$ cat config.mk
export PLATFORM = sky130hd
export DESIGN_NAME = draw_cmd_sequencer_flat
export DESIGN_NICKNAME = d
export VERILOG_FILES = /design/src/rtl/draw_cmd_sequencer_if.sv /design/src/rtl/draw_cmd_sequencer.sv /design/src/flat_wrapper.sv
export SDC_FILE = /design/constraint.sdc
export NUM_CORES = 1
export LEC_CHECK = 0
export ABC_AREA = 1
export CAP_MARGIN = 10
export CORE_AREA = 5 5 142 144
export DETAILED_ROUTE_END_ITERATION = 16
export DIE_AREA = 0 0 147 149
export PLACE_DENSITY = 0.6
export SYNTH_ARGS = -nofsm -noshare
export SYNTH_HDL_FRONTEND = slang
export SYNTH_SLANG_ARGS = --single-unit
$ cat constraint.sdc
create_clock -name clk -period 3.15 [get_ports clk]
set_input_delay 0.315 -clock clk [delete_from_list [all_inputs] [get_ports clk]]
set_output_delay 0.315 -clock clk [all_outputs]
set_load 0.1 [all_outputs]
$ cat src/rtl/draw_cmd_sequencer_if.sv
// Draw command channel: valid/ready handshake carrying one clear or circle command.
interface draw_cmd_sequencer_if;
  logic       cmd_valid;
  logic       cmd_ready;
  logic       cmd_op;
  logic [7:0] cmd_centre_x;
  logic [6:0] cmd_centre_y;
  logic [7:0] cmd_radius;
  logic [2:0] cmd_colour;

  modport master (
    output cmd_valid, cmd_op, cmd_centre_x, cmd_centre_y, cmd_radius, cmd_colour,
    input  cmd_ready
  );

  modport slave (
    input  cmd_valid, cmd_op, cmd_centre_x, cmd_centre_y, cmd_radius, cmd_colour,
    output cmd_ready
  );
endinterface

$ cat src/rtl/draw_cmd_sequencer.sv
// Queues draw commands, runs fillscreen/circle engines one at a time and grants them the VGA port.
// Optional macro DRAW_SEQ_PLOT_CLIP_EN drops granted plots outside SCREEN_W x SCREEN_H.
module draw_cmd_sequencer #(
  parameter int unsigned CMD_DEPTH = 4,
  parameter int unsigned SCREEN_W  = 160,
  parameter int unsigned SCREEN_H  = 120
) (
  input  logic                clk,
  input  logic                rst_n,
  draw_cmd_sequencer_if.slave cmd,
  output logic                fill_start,
  input  logic                fill_done,
  output logic [2:0]          fill_colour,
  input  logic [7:0]          fill_x,
  input  logic [6:0]          fill_y,
  input  logic [2:0]          fill_vcolour,
  input  logic                fill_plot,
  output logic                circ_start,
  input  logic                circ_done,
  output logic [7:0]          circ_centre_x,
  output logic [6:0]          circ_centre_y,
  output logic [7:0]          circ_radius,
  output logic [2:0]          circ_colour,
  input  logic [7:0]          circ_x,
  input  logic [6:0]          circ_y,
  input  logic [2:0]          circ_vcolour,
  input  logic                circ_plot,
  output logic [7:0]          vga_x,
  output logic [6:0]          vga_y,
  output logic [2:0]          vga_colour,
  output logic                vga_plot,
  output logic                busy
);
  localparam int unsigned PtrW = (CMD_DEPTH > 1) ? $clog2(CMD_DEPTH) : 1;
  localparam int unsigned CntW = PtrW + 1;

  if (CMD_DEPTH < 2 || CMD_DEPTH > 16 || (CMD_DEPTH & (CMD_DEPTH - 1)) != 0 ||
      SCREEN_W == 0 || SCREEN_W > 256 || SCREEN_H == 0 || SCREEN_H > 128) begin : g_bad_params
    $error("draw_cmd_sequencer: illegal parameter values");
  end

  typedef struct packed {
    logic       op;
    logic [7:0] cx;
    logic [6:0] cy;
    logic [7:0] r;
    logic [2:0] colour;
  } cmd_t;

  typedef enum logic [2:0] {StIdle, StStart, StWaitDone, StRelease, StWaitLow} state_t;

  cmd_t            mem [CMD_DEPTH];
  cmd_t            head;
  logic [PtrW-1:0] wr_ptr_q, rd_ptr_q;
  logic [CntW-1:0] count_q, count_d;
  logic            ready_q;
  logic            push, pop;
  state_t          state_q;
  logic            owner_q;  // 0 = fillscreen, 1 = circle
  logic            owner_done;
  logic            grant;
  logic [7:0]      sel_x;
  logic [6:0]      sel_y;
  logic [2:0]      sel_colour;
  logic            sel_plot;
  logic            on_screen;

  assign push          = cmd.cmd_valid & ready_q;
  assign pop           = (state_q == StIdle) && (count_q != '0);
  assign cmd.cmd_ready = ready_q;
  assign head          = mem[rd_ptr_q];
  assign busy          = (count_q != '0) | (state_q != StIdle);

  always_comb begin
    count_d = count_q + {{(CntW-1){1'b0}}, push} - {{(CntW-1){1'b0}}, pop};
  end

  always_ff @(posedge clk) begin
    if (push) begin
      mem[wr_ptr_q] <= '{op: cmd.cmd_op, cx: cmd.cmd_centre_x, cy: cmd.cmd_centre_y,
                         r: cmd.cmd_radius, colour: cmd.cmd_colour};
    end
  end

  // ready is registered so it stays low while reset is asserted
  always_ff @(posedge clk or negedge rst_n) begin
    if (!rst_n) begin
      wr_ptr_q <= '0;
      rd_ptr_q <= '0;
      count_q  <= '0;
      ready_q  <= 1'b0;
    end else begin
      if (push) wr_ptr_q <= wr_ptr_q + PtrW'(1);
      if (pop)  rd_ptr_q <= rd_ptr_q + PtrW'(1);
      count_q <= count_d;
      ready_q <= (count_d != CntW'(CMD_DEPTH));
    end
  end

  assign owner_done = owner_q ? circ_done    : fill_done;
  assign grant      = (state_q == StStart) || (state_q == StWaitDone);
  assign sel_x      = owner_q ? circ_x       : fill_x;
  assign sel_y      = owner_q ? circ_y       : fill_y;
  assign sel_colour = owner_q ? circ_vcolour : fill_vcolour;
  assign sel_plot   = owner_q ? circ_plot    : fill_plot;

`ifdef DRAW_SEQ_PLOT_CLIP_EN
  assign on_screen = (32'(sel_x) < SCREEN_W) && (32'(sel_y) < SCREEN_H);
`else
  assign on_screen = 1'b1;
`endif

  always_ff @(posedge clk or negedge rst_n) begin
    if (!rst_n) begin
      state_q       <= StIdle;
      owner_q       <= 1'b0;
      fill_start    <= 1'b0;
      circ_start    <= 1'b0;
      fill_colour   <= '0;
      circ_centre_x <= '0;
      circ_centre_y <= '0;
      circ_radius   <= '0;
      circ_colour   <= '0;
      vga_x         <= '0;
      vga_y         <= '0;
      vga_colour    <= '0;
      vga_plot      <= 1'b0;
    end else begin
      vga_plot <= 1'b0;
      if (grant) begin
        vga_x      <= sel_x;
        vga_y      <= sel_y;
        vga_colour <= sel_colour;
        vga_plot   <= sel_plot & on_screen;
      end
      unique case (state_q)
        StIdle: begin
          if (pop) begin
            owner_q <= head.op;
            if (head.op) begin
              circ_centre_x <= head.cx;
              circ_centre_y <= head.cy;
              circ_radius   <= head.r;
              circ_colour   <= head.colour;
            end else begin
              fill_colour <= head.colour;
            end
            state_q <= StStart;
          end
        end
        StStart: begin
          fill_start <= ~owner_q;
          circ_start <= owner_q;
          state_q    <= StWaitDone;
        end
        StWaitDone: begin
          if (owner_done) begin
            fill_start <= 1'b0;
            circ_start <= 1'b0;
            state_q    <= StRelease;
          end
        end
        StRelease: state_q <= StWaitLow;
        // engine must drop done before the next start can be issued
        StWaitLow: if (!owner_done) state_q <= StIdle;
        default:   state_q <= StIdle;
      endcase
    end
  end
endmodule

$ cat src/flat_wrapper.sv
// flat-port wrapper written by rule: the top's interface ports become plain ports
module draw_cmd_sequencer_flat 
#(
  parameter int unsigned CMD_DEPTH = 4,
  parameter int unsigned SCREEN_W  = 160,
  parameter int unsigned SCREEN_H  = 120
)
  (clk, rst_n, fill_start, fill_done, fill_colour, fill_x, fill_y, fill_vcolour, fill_plot, circ_start, circ_done, circ_centre_x, circ_centre_y, circ_radius, circ_colour, circ_x, circ_y, circ_vcolour, circ_plot, vga_x, vga_y, vga_colour, vga_plot, busy, cmd_cmd_valid, cmd_cmd_op, cmd_cmd_centre_x, cmd_cmd_centre_y, cmd_cmd_radius, cmd_cmd_colour, cmd_cmd_ready);
  draw_cmd_sequencer_if cmd_i ();
  input  logic clk;
  input  logic rst_n;
  output logic fill_start;
  input  logic fill_done;
  output logic [2:0] fill_colour;
  input  logic [7:0] fill_x;
  input  logic [6:0] fill_y;
  input  logic [2:0] fill_vcolour;
  input  logic fill_plot;
  output logic circ_start;
  input  logic circ_done;
  output logic [7:0] circ_centre_x;
  output logic [6:0] circ_centre_y;
  output logic [7:0] circ_radius;
  output logic [2:0] circ_colour;
  input  logic [7:0] circ_x;
  input  logic [6:0] circ_y;
  input  logic [2:0] circ_vcolour;
  input  logic circ_plot;
  output logic [7:0] vga_x;
  output logic [6:0] vga_y;
  output logic [2:0] vga_colour;
  output logic vga_plot;
  output logic busy;
  input wire logic [$bits(cmd_i.cmd_valid)-1:0] cmd_cmd_valid;
  input wire logic [$bits(cmd_i.cmd_op)-1:0] cmd_cmd_op;
  input wire logic [$bits(cmd_i.cmd_centre_x)-1:0] cmd_cmd_centre_x;
  input wire logic [$bits(cmd_i.cmd_centre_y)-1:0] cmd_cmd_centre_y;
  input wire logic [$bits(cmd_i.cmd_radius)-1:0] cmd_cmd_radius;
  input wire logic [$bits(cmd_i.cmd_colour)-1:0] cmd_cmd_colour;
  output wire logic [$bits(cmd_i.cmd_ready)-1:0] cmd_cmd_ready;
  assign cmd_i.cmd_valid = cmd_cmd_valid;
  assign cmd_i.cmd_op = cmd_cmd_op;
  assign cmd_i.cmd_centre_x = cmd_cmd_centre_x;
  assign cmd_i.cmd_centre_y = cmd_cmd_centre_y;
  assign cmd_i.cmd_radius = cmd_cmd_radius;
  assign cmd_i.cmd_colour = cmd_cmd_colour;
  assign cmd_cmd_ready = cmd_i.cmd_ready;
  draw_cmd_sequencer #(.CMD_DEPTH(CMD_DEPTH), .SCREEN_W(SCREEN_W), .SCREEN_H(SCREEN_H)) u_core (.clk(clk), .rst_n(rst_n), .cmd(cmd_i), .fill_start(fill_start), .fill_done(fill_done), .fill_colour(fill_colour), .fill_x(fill_x), .fill_y(fill_y), .fill_vcolour(fill_vcolour), .fill_plot(fill_plot), .circ_start(circ_start), .circ_done(circ_done), .circ_centre_x(circ_centre_x), .circ_centre_y(circ_centre_y), .circ_radius(circ_radius), .circ_colour(circ_colour), .circ_x(circ_x), .circ_y(circ_y), .circ_vcolour(circ_vcolour), .circ_plot(circ_plot), .vga_x(vga_x), .vga_y(vga_y), .vga_colour(vga_colour), .vga_plot(vga_plot), .busy(busy));
endmodule
==> results of run 1 <==
layout by cell type, fill, tap and decap left out, types with 6 or more instances in the layout:
cell type / n
nor2_4: 6
clkbuf_16: 17
nand3_1: 88
nand2_1: 217
ha_1: 6
nor2_1: 56
a21oi_1: 18
dfrtp_1: 61
clkdlybuf4s50_1: 116
or2_2: 18
edfxtp_1: 108
inv_1: 123
buf_4: 16
sequential cells by signal, summed over array words and instances, names as in the netlist:
register / cells
u_core.circ_centre_x: 8
u_core.circ_centre_y: 7
u_core.circ_colour: 3
u_core.circ_radius: 8
u_core.circ_start: 1
u_core.cmd.cmd_ready: 1
u_core.count_q: 3
u_core.fill_colour: 3
u_core.fill_start: 1
u_core.mem: 108
u_core.owner_q: 1
u_core.rd_ptr_q: 2
u_core.state_q: 3
u_core.vga_colour: 3
u_core.vga_plot: 1
u_core.vga_x: 8
u_core.vga_y: 7
u_core.wr_ptr_q: 2
per-stage QoR:
stage / std cells / instance area [µm²] / worst slack [ns]
finish: 1117 / 9370 / 0.809
detailed placement: 1084 / 8770 / 0.698
floorplan: 750 / 7330 / 0.317
global route: 1116 / 9360 / 0.551
CTS: 1116 / 9360 / 0.774
global placement: 1084 / 8770 / 0.793
cell type report:
type / instances / area [µm²]
Fill cell: 1684 / 9210
Multi-Input combinational cell: 424 / 1930
Clock buffer: 17 / 425
Timing Repair Buffer: 132 / 1280
Sequential cell: 170 / 4800
Clock inverter: 15 / 173
Inverter: 124 / 465
Tap cell: 234 / 293
Antenna cell: 1 / 2.50
per-layer routing:
metal,global-route usage [%],vias to the layer above
met5,0,-
met4,5.41,0
met3,4.13,18
met2,23.8,136
met1,20.4,2356
li1,-,2598
kinds of logic after synthesis:
family                     Yosys count  synth area share, %
AOI/OAI and AO/OA                   23                 1.64
buffers and inverters              156                 8.72
DFF                                170                 65.4
adders and majority gates            7                 1.30
xor gates and xnor gates             4                0.478
and+or+nand+nor                    390                 22.5
worst register-to-register path: stages, from the launching register on:
cell     delay, ns
dfrtp_1       0.41
nor3_1        0.38
nor2_4        0.05
ha_1          0.28
inv_1         0.04
ha_1          0.20
fa_1          0.42
xnor2_1       0.18
xor2_1        0.20
nand2_1       0.08
how the worst max path moves through the flow:
stage	to	startpoint
final	u_core.cmd.cmd_ready	u_core.count_q[1]
after global routing	u_core.circ_colour[0]	u_core.rd_ptr_q[0]
after CTS	u_core.cmd.cmd_ready	u_core.count_q[1]
after detailed placement	u_core.cmd.cmd_ready	cmd_cmd_valid
after global placement	u_core.cmd.cmd_ready	cmd_cmd_valid
after floorplan	u_core.mem[0][0]	u_core.cmd.cmd_ready
==> impl_results.md, run 1 <==
- Status: complete, but fails checks
- Violated checks: negative hold slack
- Post-route ant nets: 0
- RR Endpoint: u_core.cmd.cmd_ready
- GRT Total Usage: between 10% and 20%
- Top delay family on crit path: adder cells
- Worst R2R Path Depth: 9
- Drt wl/cell: 14.4 µm
- Reg2Reg Setup Slack: about 0.81 ns
- Final Net Count: between 900 and 1000
- Starting Density: between 30% and 40%
- Most common library cells after synthesis: nand2_1 (217), inv_1 (123), edfxtp_1 (108)
- Vias per inst: ~4.6
- Gpl congestion: ~0.75
- Clock skew: roughly 0.009 ns
- Die width: approximately 150 µm
- First-pass GRT wire length: between 20000 and 30000 µm
- Core region area: 18600 µm²
- CP max-delay cell: fa_1
- Max-Cap Viols: 0
- Die height: approximately 150 µm
- Setup TNS: 0 ns
- Critical R2R Launch: u_core.count_q[1]
- CTS max path bufs: 2
- CTS Sinks: 170
- Post-CTS Setup Bufs: 0
- Number of I/O port buffers: ~120
- WP data required: ~3.5 ns
- Cts repair resizes: 0
- H-tree levels: 4
- Startpoint type of the worst setup path: register
- TritonCTS clock tree: yes
- Vias: just over 5000
- DIE AREA: ~22000 µm²
- Async SR Flop Fraction: a little over a third
- Layout cells sized above 1: 8.73%
- Final Critical Period: about 2.3 ns
- Worst path max stage delay: around 0.42 ns
- Worst hold slack: -0.0176 ns
- Met2 WL: just over 7000 µm
- Gr ovfl total: 0
- Post-synth EDFFs: about 110
- Synthesized flop and latch total: 170
- Largest net degree at the start of global routing: 63
- Clk Latency, worst-skew pair: between 0.4 and 0.5 ns
- Mapped Cells: 750
- CTS hold repair buffers: 0
- Final Cycle Share: 74.3%
- Wl on met1: 7670 µm
- Worst Path Buf+Inv: 1
- Initial DRC count: 323
- DRC Markers: 0
- YS warnings: 0
- Critical Path Most Common Cell: ha_1
- Final hold viol count: 9
- Synth cell types: 25
- Syn_area_per_cell: around 9.8 µm²
- Synth area leader: edfxtp_1
- Clock-pin slew on the worst setup and hold paths: around 0.070 ns
- Ys flop type: edfxtp_1
- DR top layer: met4
- Final WL: between 15000 and 20000 µm
- CP endpoint kind: register
- Post-synth top area share: 44.2%
- Kind of critical path: reg2reg
- Fin. max-slew vios: 0
- Met3 WL: roughly 1000 µm
- CP max FO: 3
- Least-Margin Pin Slew: approximately 1.0 ns
- Net count after synthesis: just over 800
- Root Buffer: clkbuf_16
- Final Setup Violations: 0
- Worst Hold Class: in2async
- RSZ-0062 raised after global routing: no
- Ordered cell list for the critical path: nor3_1 > nor2_4 > ha_1 > inv_1 > ha_1 > fa_1 > xnor2_1 > xor2_1 > nand2_1
- Worst slew margin: 31.5%
- Initial antenna violation count: 0
- F_max: between 400 and 500 MHz
- First-pass DRT Iterations: 4
- Most frequent cell after synthesis: nand2_1
- # rows: 50
- Vias in the first global route: about 5000
- Mapped Area: 7330 µm²
- Inserted Clock Buffers: 17
- Cell count along the critical path: 9
- IO Pins: about 120
- Post-DP HPWL: a little under 10000 µm
- Final Util: roughly half
- Area grow syn2layout: 27.7%
- Post-synthesis sequential area ratio: approximately two thirds
- Synth top area cells: edfxtp_1 (44%), dfrtp_1 (21%), nand2_1 (11%)
- Arr. time, crit path: approximately 2.7 ns
Power of run 1 is left out: the tool's default activity adds up to more than one toggle a clock period on the data nets, which glitch-free logic cannot reach.
==> run 2, diff against run 1 <==
==> constraint.sdc (replaced) <==
create_clock -name clk -period 2.4 [get_ports clk]
set_input_delay 0.24 -clock clk [delete_from_list [all_inputs] [get_ports clk]]
set_output_delay 0.24 -clock clk [all_outputs]
set_load 0.1 [all_outputs]
==> run 2 against run 1 <==
Die area unchanged. Critical path type unchanged. Non-clock buffer count increased by 6. Highest routed layer unchanged. The flow now finishes without violations. First-iteration DRC count decreased by 23%. Hold slack improved by 0.46 ns. Global-route usage increased by 0.32 points. Maximum frequency increased by 5.6%. Critical path depth unchanged. Clock skew decreased by 0.0025 ns. Routed wire length increased by 0.54%. Register-to-register slack got worse by 0.63 ns. Sequential share of layout area about the same. Clock-buffer cell count increased by 2.
==> impl_results.md, run 2 (synthesis results as in run 1) <==
- Status: complete, no violations (was complete, but fails checks)
- Vias: 5114 (was 5108)
- Met3 WL: 696 µm (was 1020 µm)
- TritonCTS clock tree: yes (unchanged)
- Inserted Clock Buffers: 17 (unchanged)
- Critical Path Most Common Cell: ha_1 (unchanged)
- Arr. time, crit path: 2.53 ns (was 2.66 ns)
- Starting Density: 39.5% (unchanged)
- Startpoint type of the worst setup path: register (unchanged)
- RSZ-0062 raised after global routing: no (unchanged)
- Final Setup Violations: 0 (unchanged)
- CP endpoint kind: register (unchanged)
- CTS max path bufs: 2 (unchanged)
- Layout cells sized above 1: 14.4% (was 8.73%)
- Antenna cells: 0 (was 1)
- Initial DRC count: 249 (was 323)
- DR top layer: met4 (unchanged)
- # rows: 50 (unchanged)
- Max reg flops: 108 (unchanged)
- Die height: 149 µm (unchanged)
- Top delay family on crit path: adder cells (unchanged)
- Post-DP HPWL: 10000 µm (was 9750 µm)
- DRC Markers: 0 (unchanged)
- Gpl congestion: 0.766 (was 0.750)
- Met2 WL: 7500 µm (was 7110 µm)
- Die width: 147 µm (unchanged)
- H-tree levels: 4 (unchanged)
- Commonest non-fill, non-tap cell in the layout: nand2_1 (unchanged)
- Wl on met1: 7710 µm (was 7670 µm)
- Kind of critical path: reg2reg (unchanged)
- Area grow syn2layout: 27.7% (about the same)
- GRT Total Usage: 15.5% (was 15.2%)
- WP data required: 2.71 ns (was 3.47 ns)
- Biggest register: u_core.mem (unchanged)
- Clock-pin slew on the worst setup and hold paths: 0.06 ns (was 0.07 ns)
- Number of I/O port buffers: 121 (unchanged)
- Vias in the first global route: 5016 (was 5004)
- Worst path max stage delay: 0.42 ns (about the same)
- Root Buffer: clkbuf_16 (unchanged)
- Final hold viol count: 0 (was 9)
- Final Cycle Share: 92.3% (was 74.3%)
- Reg2Reg Setup Slack: 0.18 ns (was 0.81 ns)
- DIE AREA: 21900 µm² (unchanged)
- Max-Cap Viols: 0 (unchanged)
- Core region area: 18600 µm² (unchanged)
- Final Critical Period: 2.22 ns (was 2.34 ns)
- CTS Sinks: 170 (unchanged)
- Clk Latency, worst-skew pair: 0.42 ns (was 0.43 ns)
- Post-route ant nets: 0 (unchanged)
- Most frequent cells in the layout: nand2_1 (217), inv_1 (123), edfxtp_1 (108), nand3_1 (88), clkdlybuf4s50_1 (68) (was nand2_1 (217), inv_1 (123), clkdlybuf4s50_1 (116), edfxtp_1 (108), nand3_1 (88))
- Largest net degree at the start of global routing: 54 (was 63)
- Cts repair resizes: 0 (unchanged)
- Vias per inst: 4.56 (was 4.57)
- Worst Path Buf+Inv: 1 (unchanged)
- First-pass GRT wire length: 26600 µm (was 26000 µm)
- F_max: 451 MHz (was 427 MHz)
- Final Net Count: 952 (was 946)
- CP max-delay cell: dfrtp_1 (was fa_1)
- Worst Hold Class: in2reg (was in2async)
- Initial antenna violation count: 0 (unchanged)
- First-pass DRT Iterations: 7 (was 4)
- Clock skew: 0.00656 ns (was 0.00902 ns)
- CTS hold repair buffers: 1 (was 0)
- Post-CTS Setup Bufs: 0 (unchanged)
- Drt wl/cell: 14.4 µm (about the same)
- Ordered cell list for the critical path: nor3_2 > nor2_4 > ha_1 > inv_1 > ha_1 > fa_1 > xnor2_1 > xor2_1 > nand2_1 (was nor3_1 > nor2_4 > ha_1 > inv_1 > ha_1 > fa_1 > xnor2_1 > xor2_1 > nand2_1)
- Least-Margin Pin Slew: 0.851 ns (was 1.02 ns)
- Final WL: 16100 µm (was 16000 µm)
- CP max FO: 3 (unchanged)
- IO Pins: 122 (unchanged)
- Fin. max-slew vios: 0 (unchanged)
- Final Util: 50.4% (about the same)
- Gr ovfl total: 0 (unchanged)
- Worst slew margin: 43.3% (was 31.5%)
## run 2: cell count changes in the layout (fill, tap and decap cells not counted), moves of 4 or more
cell / change
buf_12: +5
buf_4: +47
bufinv_16: +4
clkdlybuf4s50_1: -48
clkinv_2: +4
clkinv_8: -4
inv_6: -4
inv_8: -5
## run 2: cell type report
class	count	area, µm²
timing repair buffer	138	1270
multi-input combinational	424	1930
fill	1661	9220
clock buffer	19	433
sequential	170	4800
inverter	124	465
clock inverter	13	176
tap	234	293
## run 2: routing by layer
layer | vias to the layer above | track usage (%)
met1 | 2374 | 20.6
met2 | 120 | 25.3
li1 | 2603 | -
met3 | 17 | 3.52
met5 | - | 0
met4 | 0 | 4.99
## run 2: metrics by stage
step,hold WS (ns),setup TNS [ns],area [µm²],instances,setup slack (ns)
after floorplan,-0.0556,-46.72,7340,750,-0.433
after global placement,0.389,0,8740,1089,0.229
after detailed placement,0.395,0,8740,1089,0.169
after CTS,0.432,0,9360,1122,0.176
after global routing,0.441,0,9360,1122,0.0279
final,0.443,0,9360,1122,0.184
## run 2: worst register-to-register path, cell delays in order (launching register included)
cell     delay (ns)
dfrtp_1        0.42
nor3_2         0.27
nor2_4         0.05
ha_1           0.27
inv_1          0.04
ha_1           0.20
fa_1           0.41
xnor2_1        0.17
xor2_1         0.21
nand2_1        0.07
## run 2: worst paths after layout
| kind | startpoint | cells after the start | to |
|---|---|---|---|
| worst max register to register | u_core.count_q[1] | 9 | u_core.cmd.cmd_ready |
| max in group asynchronous | rst_n | 3 | u_core.circ_radius[5] |
| worst min register to register | u_core.circ_centre_y[4] | 2 | u_core.circ_centre_y[4] |
| worst min-delay path | cmd_cmd_centre_y[2] | 1 | u_core.mem[3][13] |
| worst max-delay path | u_core.count_q[1] | 9 | u_core.cmd.cmd_ready |
| min in group asynchronous | rst_n | 2 | u_core.vga_colour[0] |
Power of run 2 is left out for the same reason.
==> run 3, diff against run 2 <==
--- a/config.mk
+++ b/config.mk
@@ -11,6 +11,7 @@
 export DETAILED_ROUTE_END_ITERATION = 16
 export DIE_AREA = 0 0 147 149
 export PLACE_DENSITY = 0.6
+export SLEW_MARGIN = 20
 export SYNTH_ARGS = -nofsm -noshare
 export SYNTH_HDL_FRONTEND = slang
 export SYNTH_SLANG_ARGS = --single-unit
==> results of run 3 <==
Same layout as run 2: the final DEF is identical, and so are final timing and power.
Power of run 3 is left out for the same reason.
